`config.mk`:
```
export PLATFORM = sky130hd
export DESIGN_NAME = ysyx_23060184_data_xbar
export DESIGN_NICKNAME = d
export VERILOG_FILES = /design/src/rtl/ysyx_23060184_data_xbar.sv
export SDC_FILE = /design/constraint.sdc
export NUM_CORES = 1
export LEC_CHECK = 0
export CORE_AREA = 3 3 171 173
export DETAILED_ROUTE_END_ITERATION = 10
export DIE_AREA = 0 0 174 176
export GPL_ROUTABILITY_DRIVEN = 0
export SLEW_MARGIN = 25
export SYNTH_ARGS = -nofsm -noshare
export SYNTH_HDL_FRONTEND = slang
export SYNTH_SLANG_ARGS = --single-unit
export TNS_END_PERCENT = 5
```
`constraint.sdc`:
```
create_clock -name clk -period 2.8 [get_ports clk]
set_input_delay 0.42 -clock clk [delete_from_list [all_inputs] [get_ports clk]]
set_output_delay 0.42 -clock clk [all_outputs]
set_load 0.02 [all_outputs]
```
`src/rtl/ysyx_23060184_data_xbar.sv`:
```
// Data-path AXI4-Lite crossbar: one master, SRAM and UART slaves, local DECERR.
// One transaction at a time; the request is latched on acceptance and replayed to the slave.
module ysyx_23060184_data_xbar #(
  parameter logic [31:0] SRAM_BASE = 32'h8000_0000,
  parameter logic [31:0] SRAM_SIZE = 32'h0800_0000,
  parameter logic [31:0] UART_BASE = 32'ha000_03f8,
  parameter logic [31:0] UART_SIZE = 32'h0000_0008
) (
  input  logic        clk,
  input  logic        rstn,
  input  logic [31:0] m_araddr,
  input  logic        m_arvalid,
  output logic        m_arready,
  output logic [31:0] m_rdata,
  output logic [1:0]  m_rresp,
  output logic        m_rvalid,
  input  logic        m_rready,
  input  logic [31:0] m_awaddr,
  input  logic        m_awvalid,
  input  logic [31:0] m_wdata,
  input  logic [3:0]  m_wstrb,
  input  logic        m_wvalid,
  output logic        m_awready,
  output logic        m_wready,
  output logic [1:0]  m_bresp,
  output logic        m_bvalid,
  input  logic        m_bready,
  output logic [31:0] sram_araddr,
  output logic        sram_arvalid,
  input  logic        sram_arready,
  input  logic [31:0] sram_rdata,
  input  logic [1:0]  sram_rresp,
  input  logic        sram_rvalid,
  output logic        sram_rready,
  output logic [31:0] sram_awaddr,
  output logic        sram_awvalid,
  output logic [31:0] sram_wdata,
  output logic [3:0]  sram_wstrb,
  output logic        sram_wvalid,
  input  logic        sram_awready,
  input  logic        sram_wready,
  input  logic [1:0]  sram_bresp,
  input  logic        sram_bvalid,
  output logic        sram_bready,
  output logic [31:0] uart_araddr,
  output logic        uart_arvalid,
  input  logic        uart_arready,
  input  logic [31:0] uart_rdata,
  input  logic [1:0]  uart_rresp,
  input  logic        uart_rvalid,
  output logic        uart_rready,
  output logic [31:0] uart_awaddr,
  output logic        uart_awvalid,
  output logic [31:0] uart_wdata,
  output logic [3:0]  uart_wstrb,
  output logic        uart_wvalid,
  input  logic        uart_awready,
  input  logic        uart_wready,
  input  logic [1:0]  uart_bresp,
  input  logic        uart_bvalid,
  output logic        uart_bready
);

  localparam logic [2:0] S_IDLE  = 3'd0;
  localparam logic [2:0] S_RA    = 3'd1;
  localparam logic [2:0] S_RD    = 3'd2;
  localparam logic [2:0] S_WA    = 3'd3;
  localparam logic [2:0] S_WB    = 3'd4;
  localparam logic [2:0] S_ERR_R = 3'd5;
  localparam logic [2:0] S_ERR_B = 3'd6;

  localparam logic [1:0] SEL_NONE = 2'd0;
  localparam logic [1:0] SEL_SRAM = 2'd1;
  localparam logic [1:0] SEL_UART = 2'd2;
  localparam logic [1:0] SEL_ERR  = 2'd3;

  logic [2:0]  state;
  logic [1:0]  sel;
  logic [31:0] addr;
  logic [31:0] wdata;
  logic [3:0]  wstrb;
  logic        aw_done;
  logic        w_done;

  // 33-bit compares keep a window that ends exactly at 2^32 from wrapping to zero.
  function automatic logic [1:0] decode(input logic [31:0] a);
    logic [32:0] a33;
    a33 = {1'b0, a};
    if (a33 >= {1'b0, SRAM_BASE} && a33 < ({1'b0, SRAM_BASE} + {1'b0, SRAM_SIZE}))
      decode = SEL_SRAM;
    else if (a33 >= {1'b0, UART_BASE} && a33 < ({1'b0, UART_BASE} + {1'b0, UART_SIZE}))
      decode = SEL_UART;
    else
      decode = SEL_ERR;
  endfunction

  logic [1:0] rd_sel;
  logic [1:0] wr_sel;
  logic       rd_accept;
  logic       wr_accept;
  logic       is_sram;
  logic       is_uart;

  assign rd_sel    = decode(m_araddr);
  assign wr_sel    = decode(m_awaddr);
  assign rd_accept = (state == S_IDLE) & m_arvalid;
  assign wr_accept = (state == S_IDLE) & m_awvalid & m_wvalid & ~m_arvalid;
  assign m_arready = rd_accept;
  assign m_awready = wr_accept;
  assign m_wready  = wr_accept;
  assign is_sram   = (sel == SEL_SRAM);
  assign is_uart   = (sel == SEL_UART);

  logic        s_arready;
  logic        s_rvalid;
  logic [31:0] s_rdata;
  logic [1:0]  s_rresp;
  logic        s_awready;
  logic        s_wready;
  logic        s_bvalid;
  logic [1:0]  s_bresp;

  assign s_arready = is_sram ? sram_arready : uart_arready;
  assign s_rvalid  = is_sram ? sram_rvalid  : uart_rvalid;
  assign s_rdata   = is_sram ? sram_rdata   : uart_rdata;
  assign s_rresp   = is_sram ? sram_rresp   : uart_rresp;
  assign s_awready = is_sram ? sram_awready : uart_awready;
  assign s_wready  = is_sram ? sram_wready  : uart_wready;
  assign s_bvalid  = is_sram ? sram_bvalid  : uart_bvalid;
  assign s_bresp   = is_sram ? sram_bresp   : uart_bresp;

  logic ar_v, r_rdy, aw_v, w_v, b_rdy;
  logic aw_hs, w_hs;

  always_comb begin
    m_rvalid = 1'b0;
    m_rdata  = 32'h0;
    m_rresp  = 2'b00;
    m_bvalid = 1'b0;
    m_bresp  = 2'b00;
    ar_v     = 1'b0;
    r_rdy    = 1'b0;
    aw_v     = 1'b0;
    w_v      = 1'b0;
    b_rdy    = 1'b0;
    case (state)
      S_RA: ar_v = 1'b1;
      S_RD: begin
        m_rvalid = s_rvalid;
        m_rdata  = s_rdata;
        m_rresp  = s_rresp;
        r_rdy    = m_rready;
      end
      S_WA: begin
        aw_v = ~aw_done;
        w_v  = ~w_done;
      end
      S_WB: begin
        m_bvalid = s_bvalid;
        m_bresp  = s_bresp;
        b_rdy    = m_bready;
      end
      S_ERR_R: begin
        m_rvalid = 1'b1;
        m_rresp  = 2'b11;
      end
      S_ERR_B: begin
        m_bvalid = 1'b1;
        m_bresp  = 2'b11;
      end
      default: ;
    endcase
  end

  assign aw_hs = aw_v & s_awready;
  assign w_hs  = w_v & s_wready;

  assign sram_araddr  = addr;
  assign uart_araddr  = addr;
  assign sram_awaddr  = addr;
  assign uart_awaddr  = addr;
  assign sram_wdata   = wdata;
  assign uart_wdata   = wdata;
  assign sram_wstrb   = wstrb;
  assign uart_wstrb   = wstrb;
  assign sram_arvalid = ar_v  & is_sram;
  assign uart_arvalid = ar_v  & is_uart;
  assign sram_rready  = r_rdy & is_sram;
  assign uart_rready  = r_rdy & is_uart;
  assign sram_awvalid = aw_v  & is_sram;
  assign uart_awvalid = aw_v  & is_uart;
  assign sram_wvalid  = w_v   & is_sram;
  assign uart_wvalid  = w_v   & is_uart;
  assign sram_bready  = b_rdy & is_sram;
  assign uart_bready  = b_rdy & is_uart;

  always_ff @(posedge clk) begin
    if (!rstn) begin
      state   <= S_IDLE;
      sel     <= SEL_NONE;
      addr    <= 32'h0;
      wdata   <= 32'h0;
      wstrb   <= 4'h0;
      aw_done <= 1'b0;
      w_done  <= 1'b0;
    end else begin
      case (state)
        S_IDLE: begin
          if (rd_accept) begin
            addr  <= m_araddr;
            sel   <= rd_sel;
            state <= (rd_sel == SEL_ERR) ? S_ERR_R : S_RA;
          end else if (wr_accept) begin
            addr    <= m_awaddr;
            wdata   <= m_wdata;
            wstrb   <= m_wstrb;
            sel     <= wr_sel;
            aw_done <= 1'b0;
            w_done  <= 1'b0;
            state   <= (wr_sel == SEL_ERR) ? S_ERR_B : S_WA;
          end
        end
        S_RA: if (s_arready) state <= S_RD;
        S_RD: if (s_rvalid & m_rready) state <= S_IDLE;
        S_WA: begin
          if (aw_hs) aw_done <= 1'b1;
          if (w_hs)  w_done  <= 1'b1;
          // both halves may finish in the same cycle, so count this cycle's handshakes
          if ((aw_done | aw_hs) & (w_done | w_hs)) state <= S_WB;
        end
        S_WB:    if (s_bvalid & m_bready) state <= S_IDLE;
        S_ERR_R: if (m_rready) state <= S_IDLE;
        S_ERR_B: if (m_bready) state <= S_IDLE;
        default: state <= S_IDLE;
      endcase
    end
  end

endmodule

```
# Word-level counts from Yosys, hierarchy flattened
# Cells that the tools add are included.
# op_classes
magnitude_cmp	8
eq_ne	21
muxes	43
bitwise	25
reduce_logical	12
# ops
operator	count
greater-or-equal comparator 32 bit, second input constant	4
< comparator 32 bit, second input constant	4
2-to-1 mux 32 bit	4
2-to-1 mux 3 bit	10
one-hot mux 3 bit (7 select lines)	1
inequality test 2 bit, second input constant	10
AND 1 bit	19
2-to-1 mux 1 bit	16
2-to-1 mux 2 bit	6
equality test 3 bit, second input constant	3
one-hot mux 1 bit (2 select lines)	4
one-hot mux 2 bit (2 select lines)	2
AND reduction 4 bit	2
AND reduction 7 bit	1
equality test 2 bit, second input constant	3
equality test 3 x 2 -> 1 bit, second input constant	2
logical AND 1 bit	4
NOT 1 bit	4
nonzero test 2 bit	2
equality test 3 x 1 -> 1 bit, second input constant	1
logical NOT 3 bit	1
inequality test 3 bit, second input constant	1
AND reduction 3 bit	1
equality test 2 x 1 -> 1 bit, second input constant	1
2 further kinds	3
# totals
register_bits	75
inputBits	189
output_inout_bits	251
wordCells	116

# Longest topological paths before layout
# Gate-level depths: netlist of run 1.
# logic_depth
depth_word	9
mapped_depth	9
depth_no_buf	7

# Least setup slack after synthesis of run 1
# Ideal clock, no wire load.
# synth_path
path_type	register to output
startpoint	reg state[1]
endpoint	out m_wready
t_arrival_ns	1.764
required_time_ns	2.380
path_slack_ns	0.616
stages_incl_launch_ff	9
n_path_buf	4
cell_sequence	dfxtp_1 > clkbuf_1 > nor3_2 > nand3_2 > or2_1 > clkbuf_1 > inv_2 > buf_4 > buf_4
# synth_via
elab_chain_len	4
# synth_lines
element	line	source
from (decl)	77	logic [2:0] state;
from (signal assigned)	212	state <= (rd_sel == SEL_ERR) ? S_ERR_R : S_RA;
from (signal assigned)	220	state <= (wr_sel == SEL_ERR) ? S_ERR_B : S_WA;
logical NOT 3 bit	107	assign wr_accept = (state == S_IDLE) & m_awvalid & m_wvalid & ~m_arvalid;
AND 1 bit (3 in series)	107	
to (decl)	24	output logic m_wready,
# No other way between the ends.

# Worst setup path in the final report of run 1
# Ends and elaborated chain as after synthesis.

==> metrics.yaml, run 1 <==
power_and_ir_drop:
  sw_share: 0.4451
  power.density_nw_per_um2: 769.9
  max-vdd-ir-drop_uv: 302.3
  netSwitchingPower_mw: 3.099
  power.share.combinational: 0.609
  portion_of_total_power_attributed_to_sequential_cells: 0.225
  internal-power_mw: 3.864
  clock_power_share: 0.166
  power_leakage_nw: 3.246
  total_power_mw: 6.963
synth:
  synth_enable_flop_cells: 0
  syn_nets: 859
  yosys_register_bits: 75
  asyncSetResetFlopFracSynth: 0
  synth-seq-area-share: 0.3055
  synth_cells: 670
  ys_dominant_reg_cell: "sky130_fd_sc_hd__dfxtp_1"
  synth-warning-count: 0
  synth.distinct_cells: 47
  netlist_area_um2: 4915
  syn_area_per_cell_um2: 7.335
setup_path:
  crit_required_ns: 2.38
  cp_top_family: "simple AND/OR/NAND/NOR gates"
  timing.setup.critical_path_class: "flop to output pin"
  cp-start-kind: "flop"
  timing.critical_path.slowest_cell_delay_ns: 0.63
  critical_path_arrival_ns: 2.26
  critical-path-slowest-cell: "sky130_fd_sc_hd__clkdlybuf4s50_1"
  number_of_buffers_and_inverters_on_the_critical_path: 2
  critical_path_peak_fanout: 4
  critPathCaptureType: "output pin"
  sequence_of_cells_on_the_critical_path: "nor3_2 -> nand3_2 -> or2_2 -> inv_2 -> clkdlybuf4s50_1"
global_route:
  grt_first_pass_wirelength_mm: 33.64
  grt.total_usage: 0.1424
  antenna_violations_before_repair: 0
  gr-total-overflow: 0
  grt_max_degree: 78
  via_count_of_the_first_global_routing_pass: 5532
run:
  maxCapViolations: 0
sta:
  maxSlewHeadroom: 0.6403
  final_report_hold_violation_count: 0
  share_of_the_clock_period_used_by_the_worst_path: 0.9566
  worst_slew_pin_slew_ns: 0.5346
  achievable-frequency_mhz: 373.4
  fin_ws_ns: 0.1216
  setup_viol_count_final: 0
  final.setup.tns_ns: 0
  final_max_slew_viol_count: 0
  finalCriticalPeriod_ns: 2.678
  rsz0062_at_grt: "yes"
  clock_skew_ns: 0.01394
place:
  hpwlAfterDp_mm: 18.22
  pre_cts_ws_ns: 0.09244
  postPlaceCellArea_um2: 8757
  buffer_ports.inserted: 439
clock_network:
  clock_tree_from_tritoncts: "done"
  cts_buffers: 9
  clock-root-buffer: "sky130_fd_sc_hd__clkbuf_16"
  cts-hold-fix-buffers: 0
  ctsHtreeMaxLevel: 3
  cts_num_sinks: 75
  clock_latency_ns: 0.34
  cts.reportedPaths.clkPinSlew_ns: 0.06
  clock_tree.buffer_depth: 2
finish:
  final_cell_area_um2: 9045
  nNetsFinal: 1151
  num_antenna_cells: 0
  post-route-util: 0.3256
  drive_above_1_share: 0.05067
  synthToLayoutAreaGrowth_pct: 84.04
route:
  detailroute.via_count: 5597
  wl_per_cell_um: 17.27
  ant_nets: 0
  number_of_design_rule_violations_left_by_the_first_detailed_router_iteration: 190
  via_per_inst: 4.161
  drc: 0
  wirelength_mm: 23.23
  drt_pre_antenna_iters: 4
floorplan:
  io-pin-count: 440
  floorplan.die.width_um: 174
  floorplan.initialDensity: 0.1769
  dieHeight_um: 176
  fp.coreArea_um2: 27780
  rows: 61
  dieArea_um2: 30620
status:
  outcome: "complete, no violations"
hold_path:
  timing.hold.worst.class: "flop to flop"
-- routing by layer --
metal	part of all wire	GRT usage	up-vias	routed length, um
li1	-	-	2708	-
met1	0.41	0.1736	2579	9598
met2	0.49	0.2425	286	11290
met3	0.079	0.04323	24	1824
met4	0.023	0.04155	0	525
met5	0	0	-	0
-- cell type report --
cell class | count | area (um2)
clock inverters | 7 | 60.06
inverters | 6 | 22.52
flip-flops and latches | 75 | 1501
clock buffers | 9 | 225.2
multi-input cells | 415 | 2201
fillers | 2962 | 18740
repair buffers | 455 | 4562
well taps | 378 | 473.0
-- cells in the final DEF, fill, tap and decap left out, types with 4 or more instances in the layout --
cell                              count
sky130_fd_sc_hd__a21boi_1            36
sky130_fd_sc_hd__a21oi_1             38
sky130_fd_sc_hd__buf_12               4
sky130_fd_sc_hd__buf_4               12
sky130_fd_sc_hd__clkbuf_16            9
sky130_fd_sc_hd__clkdlybuf4s50_1    437
sky130_fd_sc_hd__dfxtp_1             75
sky130_fd_sc_hd__nand2_1            157
sky130_fd_sc_hd__nand4_1              4
sky130_fd_sc_hd__nor2_1              81
sky130_fd_sc_hd__nor4_1               5
sky130_fd_sc_hd__o21ai_1              4
sky130_fd_sc_hd__o221ai_1            32
-- kinds of logic (layout without fill, tap and decap cells) --
logic type / after synthesis / count (layout) / synth area share
DFF: 75 / 75 / 0.3055
and+or+nand+nor: 282 / 282 / 0.2546
muxes: 6 / 6 / 0.01298
AOI/OAI and AO/OA: 127 / 127 / 0.1797
buffers and inverters: 180 / 477 / 0.2472
-- sequential cells by signal, summed over array words and instances, names as in the netlist --
signal,count
sram_araddr,32
w_done,1
state,3
sel,2
sram_wdata,32
sram_wstrb,4
aw_done,1
-- final timing paths --
check	from	end	slack [ns]	cells past startpoint
setup reg to reg	sel[0]	state[1]	0.72	7
setup / recovery	state[1]	m_wready	0.12	5
hold / removal	sram_wstrb[3]	sram_wstrb[3]	0.47	2
hold reg to reg	sram_wstrb[3]	sram_wstrb[3]	0.47	2
-- cell usage after synthesis, types with 3 or more instances --
library cell	instances	area (um2)
sky130_fd_sc_hd__a21oi_1	38	190.2
sky130_fd_sc_hd__o221ai_1	32	280.3
sky130_fd_sc_hd__nand2_1	157	589.3
sky130_fd_sc_hd__o21ai_1	4	20.02
sky130_fd_sc_hd__buf_2	3	15.01
sky130_fd_sc_hd__nor3_1	3	15.01
sky130_fd_sc_hd__nor4_1	5	31.28
sky130_fd_sc_hd__nand4_1	4	25.02
sky130_fd_sc_hd__dfxtp_1	75	1501
sky130_fd_sc_hd__nand4b_1	3	26.28
sky130_fd_sc_hd__mux2i_1	3	30.03
sky130_fd_sc_hd__nor4b_1	3	26.28
sky130_fd_sc_hd__clkbuf_1	32	120.1
sky130_fd_sc_hd__a31oi_1	3	18.77
sky130_fd_sc_hd__nand3_1	3	15.01
sky130_fd_sc_hd__mux2_2	3	33.78
sky130_fd_sc_hd__inv_2	3	11.26
sky130_fd_sc_hd__nor2_1	81	304.0
sky130_fd_sc_hd__o21ai_0	3	15.01
sky130_fd_sc_hd__a21boi_1	36	270.3
sky130_fd_sc_hd__buf_4	136	1021
sky130_fd_sc_hd__nand2b_1	3	18.77
-- worst register-to-register path, stage by stage (launching register included) --
cell and delay, ns:
sky130_fd_sc_hd__dfxtp_1 0.41, sky130_fd_sc_hd__nor2b_2 0.22, sky130_fd_sc_hd__buf_12 0.22, sky130_fd_sc_hd__mux2_2 0.25, sky130_fd_sc_hd__o221ai_1 0.15, sky130_fd_sc_hd__nor3_1 0.43
sky130_fd_sc_hd__o21a_1 0.24, sky130_fd_sc_hd__o21ai_1 0.08
-- stage by stage --
step                      std cells  hold WS (ns)
after floorplan                 670        0.4514
after global placement         1329        0.4587
after detailed placement       1329        0.4626
after CTS                      1345        0.4742
after global routing           1345        0.4962
final                          1345        0.4699
-- timing repair --
action | CTS | global route
hold endpoints to repair | 0 | 0
endpoints found under the setup margin | 0 | 2
buffers inserted | 0 | 0
gates resized for setup | 0 | 1
-- power groups by stage --
stage / Clock [mW] / Sequential [mW] / Combinational (mW)
after global placement: 0 / 1.59 / 4.25
after floorplan: 0 / 1.73 / 2.48
after CTS: 1.22 / 1.58 / 4.28
after detailed placement: 0 / 1.60 / 4.27
final: 1.16 / 1.56 / 4.24
after global routing: 1.24 / 1.61 / 4.50
Note: power is estimated with default switching activity, not from simulation.
==> inputs of run 2 (changes only) <==
Settings changed: CAP_MARGIN from default to 20.
==> results of run 2 <==
Same layout as run 1: the final DEF is identical, and so are final timing and power.
==> inputs of run 3 (changes only) <==
Settings changed: TNS_END_PERCENT 5 to 10.
==> results of run 3 <==
Same layout as run 1: the final DEF is identical, and so are final timing and power.
